<file path="src/rtl/dlx_pkg.sv">
// Shared definitions for the DLX pipeline control slice.
package dlx_pkg;

    localparam int unsigned REG_AW = 5;
    localparam logic [REG_AW-1:0] REG_ZERO = 5'd0;

    typedef enum logic [1:0] {
        RUN      = 2'd0,
        MEM_WAIT = 2'd1,
        ERR      = 2'd2
    } ctrl_state_e;

endpackage

</file>
<file path="src/rtl/dlx_hazard_detect.sv">
// Combinational load-use comparator; also flags when a taken branch overrides the stall.
import dlx_pkg::*;

module dlx_hazard_detect (
    input  logic [REG_AW-1:0] id_rs1,
    input  logic [REG_AW-1:0] id_rs2,
    input  logic              id_uses_rs2,
    input  logic [REG_AW-1:0] ex_rd,
    input  logic              ex_mem_read,
    input  logic              ex_branch_taken,
    output logic              hazard,
    output logic              branch_override
);

    logic rs1_match;
    logic rs2_match;

    always_comb begin
        rs1_match       = (ex_rd == id_rs1);
        rs2_match       = id_uses_rs2 && (ex_rd == id_rs2);
        hazard          = ex_mem_read && (ex_rd != REG_ZERO) && (rs1_match || rs2_match);
        // the instruction in ID is flushed by the branch, so it never needs the stall
        branch_override = hazard && ex_branch_taken;
    end

endmodule

</file>
<file path="src/rtl/dlx_pipe_ctrl.sv">
// Pipeline sequencing for the 5-stage DLX: memory freeze, branch flush, load-use stall,
// saturating stall counter and sticky memory-timeout error.
import dlx_pkg::*;

module dlx_pipe_ctrl #(
    parameter int unsigned TIMEOUT = 64,
    parameter int unsigned CNT_W   = 16
) (
    input  logic              clk,
    input  logic              reset,
    input  logic [REG_AW-1:0] id_rs1,
    input  logic [REG_AW-1:0] id_rs2,
    input  logic              id_uses_rs2,
    input  logic [REG_AW-1:0] ex_rd,
    input  logic              ex_mem_read,
    input  logic              ex_branch_taken,
    input  logic              mem_access,
    input  logic              dmem_ack,
    output logic              dmem_req,
    output logic              pc_en,
    output logic              if_id_en,
    output logic              if_id_flush,
    output logic              id_ex_bubble,
    output logic              ex_mem_en,
    output logic              mem_wb_bubble,
    output logic [CNT_W-1:0]  stall_cnt,
    output logic              mem_err
);

    localparam logic [15:0] TIMEOUT_V = 16'(TIMEOUT);

    ctrl_state_e state, state_nxt;
    logic [15:0] wait_cnt, wait_nxt;
    logic        hazard;
    logic        branch_override;
    logic        freeze;
    logic        hazard_ctrl;

    dlx_hazard_detect u_hazard (
        .id_rs1          (id_rs1),
        .id_rs2          (id_rs2),
        .id_uses_rs2     (id_uses_rs2),
        .ex_rd           (ex_rd),
        .ex_mem_read     (ex_mem_read),
        .ex_branch_taken (ex_branch_taken),
        .hazard          (hazard),
        .branch_override (branch_override)
    );

    always_ff @(posedge clk or posedge reset) begin
        if (reset) begin
            state     <= RUN;
            wait_cnt  <= '0;
            stall_cnt <= '0;
            mem_err   <= 1'b0;
        end else begin
            state    <= state_nxt;
            wait_cnt <= wait_nxt;
            if (!pc_en && (stall_cnt != '1))
                stall_cnt <= stall_cnt + CNT_W'(1);
            if (state_nxt == ERR)
                mem_err <= 1'b1;
        end
    end

    always_comb begin
        state_nxt     = state;
        wait_nxt      = wait_cnt;
        freeze        = 1'b0;
        hazard_ctrl   = 1'b0;
        dmem_req      = 1'b0;
        pc_en         = 1'b1;
        if_id_en      = 1'b1;
        ex_mem_en     = 1'b1;
        if_id_flush   = 1'b0;
        id_ex_bubble  = 1'b0;
        mem_wb_bubble = 1'b0;

        unique case (state)
            RUN: begin
                dmem_req = mem_access;
                if (mem_access && !dmem_ack) begin
                    freeze    = 1'b1;
                    state_nxt = MEM_WAIT;
                    wait_nxt  = 16'd1;
                end else begin
                    hazard_ctrl = 1'b1;
                end
            end
            MEM_WAIT: begin
                dmem_req = mem_access;
                if (dmem_ack) begin
                    // release cycle: branch and load-use are honoured as the stages advance
                    hazard_ctrl = 1'b1;
                    state_nxt   = RUN;
                    wait_nxt    = '0;
                end else begin
                    freeze = 1'b1;
                    if (wait_cnt == TIMEOUT_V) begin
                        state_nxt = ERR;
                        wait_nxt  = '0;
                    end else begin
                        wait_nxt = wait_cnt + 16'd1;
                    end
                end
            end
            default: freeze = 1'b1;
        endcase

        if (freeze) begin
            pc_en         = 1'b0;
            if_id_en      = 1'b0;
            ex_mem_en     = 1'b0;
            mem_wb_bubble = 1'b1;
        end else if (hazard_ctrl && ex_branch_taken) begin
            if_id_flush  = 1'b1;
            id_ex_bubble = 1'b1;
        end else if (hazard_ctrl && hazard && !branch_override) begin
            pc_en        = 1'b0;
            if_id_en     = 1'b0;
            id_ex_bubble = 1'b1;
        end

        if (reset) begin
            dmem_req      = 1'b0;
            pc_en         = 1'b0;
            if_id_en      = 1'b0;
            ex_mem_en     = 1'b0;
            if_id_flush   = 1'b0;
            id_ex_bubble  = 1'b0;
            mem_wb_bubble = 1'b0;
        end
    end

endmodule

</file>
<file path="config.mk">
export PLATFORM = sky130hd
export DESIGN_NAME = dlx_pipe_ctrl
export DESIGN_NICKNAME = d
export VERILOG_FILES = /design/src/rtl/dlx_pkg.sv /design/src/rtl/dlx_hazard_detect.sv /design/src/rtl/dlx_pipe_ctrl.sv
export SDC_FILE = /design/constraint.sdc
export NUM_CORES = 1
export LEC_CHECK = 0
export CAP_MARGIN = 20
export CORE_MARGIN = 1
export CORE_UTILIZATION = 54
export CTS_CLUSTER_SIZE = 20
export DETAILED_ROUTE_END_ITERATION = 16
export GPL_TIMING_DRIVEN = 1
export HOLD_SLACK_MARGIN = 0.02
export PLACE_DENSITY_LB_ADDON = 0.12
export SKIP_CTS_REPAIR_TIMING = 1
export SYNTH_ARGS = -nofsm -noshare
export SYNTH_HDL_FRONTEND = slang
export SYNTH_SLANG_ARGS = --single-unit
</file>
<file path="constraint.sdc">
create_clock -name clk -period 5.8 [get_ports clk]
set_input_delay 1.16 -clock clk [delete_from_list [all_inputs] [get_ports clk]]
set_output_delay 1.16 -clock clk [all_outputs]
set_load 0.05 [all_outputs]
</file>
==> metrics <==
commonest non-fill, non-tap cell in the layout clkdlybuf4s50_1; # placed instances 307; pre-CTS setup slack 1096 ps; largest net degree at the start of global routing 20; design area 2623 sq um; io pins 46; initial antenna violation count 0; CP max FO 5; PortBufs 45; outcome finished, final reports clean; number of flops mapped to enable cells by yosys 0; Worst setup SP type input port; CP Class in -> out; clock tree buffer depth 2; peak supply drop 306.3 uV; worst-skew pair later-pin latency 300 ps; MaxCap Viol Count 0; chip width 63.59 microns; Slew @ Worst Pin 681.2 ps; nature of the critical path endpoint output pin; placed instance area 2537 sq um; clock skew 10.55 ps; Final Wtd Congestion 0.8140; row cnt 22; half-perimeter wire length after placement 3.428 mm; core box area 3661 sq um; Period Utilization, post-route 81.04%; drt drc 0; final hold vios 0; Mean Syn Cell Area 9.439 sq um; first-pass GRT wire length 7.693 mm; Num CTS Buffers 5; H-tree depth 2; Starting Density 55.95%; switching share of power 43.60%; Die Y 63.59 microns; share of cells above drive strength 1 7.491%; Sw Pwr 388.3 uW; fraction of registers with async set or reset after synthesis 100.0%; Clock Sinks 35; Area growth syn-to-layout 28.04%; ys flop type dfrtp_1; fin nets 291; Ant. Diodes 0; syn_nets 242; setup TNS 0 ps; register area share after synthesis 42.76%; cells after synthesis 217; vias in the first global route 1,665; Final Setup Violations 0; CTS Root Cell clkbuf_8; Clock power frac 19.8%; RSZ-0062 raised after global routing no; via density per instance 5.600; DRT iter0 DRCs 90; final std cells w/o fill 315; CTS tree done; Netlist Area Pre-Place 2048 sq um; clock slew at reported path FFs 80 ps; vias after detailed routing 1,764; Arr. time, crit path 3540 ps; GR Overflow Total 0; Int Pwr 502.2 uW; Gate power share 40.6%; Slew Viols, Final 0; worst min path class reg -> reg; first-pass detailed-route iteration total 4; leakage 0.001016 uW; final wirelength 4.532 mm; WP data required 4640 ps; Yosys reg bits 35; Total Die Area 4043 sq um; Final WS setup 1100 ps; Synth Warn # 0; fmax 212.8 MHz; Synth cell types 43; number of routed nets with antenna violations 0; total power per unit cell area 339.6 nW/um^2; GRT Util Overall 25.05%; most frequent cells in the layout 45 x clkdlybuf4s50_1, 35 x dfrtp_1, 22 x nand2_1, 18 x nor2_1, 17 x xnor2_1; relative slew slack 54.54%; WL/cell 14.39 microns; min Tclk post-route 4700 ps; Reg power frac 39.6%
-- worst paths after layout --
check | startpoint | end | cells past startpoint | slack [ps]
setup / recovery | ex_rd[1] | if_id_en | 6 | 1100
min in group asynchronous | reset | stall_cnt[8] | 2 | 1340
setup reg to reg | stall_cnt[0] | stall_cnt[1] | 6 | 3570
max in group asynchronous | reset | wait_cnt[14] | 3 | 3740
hold / removal | mem_err | mem_err | 2 | 480
hold reg to reg | mem_err | mem_err | 2 | 480
-- power groups by stage --
stage	combinational (uW)	clock (uW)	sequential [uW]
CTS	364	179	351
finish	362	176	353
detailed placement	363	0	354
global placement	358	0	354
floorplan	88.6	0	494
global route	380	188	362
-- synth_stat cells, types with 7 or more instances --
| cell | number | area (sq um) |
|---|---|---|
| xnor2_1 | 17 | 148.9 |
| nand4_1 | 7 | 43.79 |
| inv_1 | 9 | 33.78 |
| nor2_1 | 18 | 67.56 |
| o21ai_0 | 13 | 65.06 |
| dfrtp_1 | 35 | 875.8 |
| nand3_1 | 15 | 75.07 |
| a21oi_1 | 8 | 40.04 |
| xor2_1 | 11 | 96.34 |
| nor3_1 | 8 | 40.04 |
| nand2_1 | 22 | 82.58 |
-- cells by family (layout without fill, tap and decap cells) --
group | Yosys count | in the layout | share of synthesized area [%]
AOI/OAI and AO/OA | 39 | 39 | 13.50
xor gates and xnor gates | 28 | 28 | 11.97
adders and majority gates | 3 | 3 | 1.833
buffers and inverters | 13 | 63 | 3.054
DFF | 35 | 35 | 42.76
muxes | 2 | 2 | 1.099
and+or+nand+nor | 97 | 97 | 25.78
-- worst max-delay path, cell delays in order --
cell and delay [ps]:
clkdlybuf4s50_1 470, or4_4 570, nor2_4 140, nor4_4 60, a21boi_2 280, clkdlybuf4s50_1 860
-- registers in the layout, summed over array words and instances (netlist names) --
name and flops:
stall_cnt 16, state 2, mem_err 1, wait_cnt 16
-- area by class of cell --
cell class	count	area, sq um
clock buffers	6	72.57
clock inverters	2	12.51
fillers	300	1039
inverters	9	33.78
multi-input cells	169	1110
flip-flops and latches	35	875.8
well taps	48	60.06
repair buffers	46	457.9
-- metrics by stage --
stage | power (uW) | hold slack [ps] | utilization [%]
6_report | 890.5 | 480.2 | 71.63
5_1_grt | 930.2 | 521.2 | 71.63
4_1_cts | 894.6 | 486.8 | 71.63
3_5_place_dp | 717.7 | 467.7 | 69.31
3_3_place_gp | 711.9 | 465.1 | 69.31
2_1_floorplan | 582.8 | 474.2 | -
-- metal layers --
metal | global-route usage [%] | vias to the layer above | share of wire (%)
met5 | 0 | - | 0
met2 | 38.70 | 37 | 48
li1 | - | 869 | -
met3 | 6.341 | 9 | 3.8
met1 | 33.37 | 849 | 47
met4 | 9.943 | 0 | 1.5
Power figures use the tool's default switching activity.
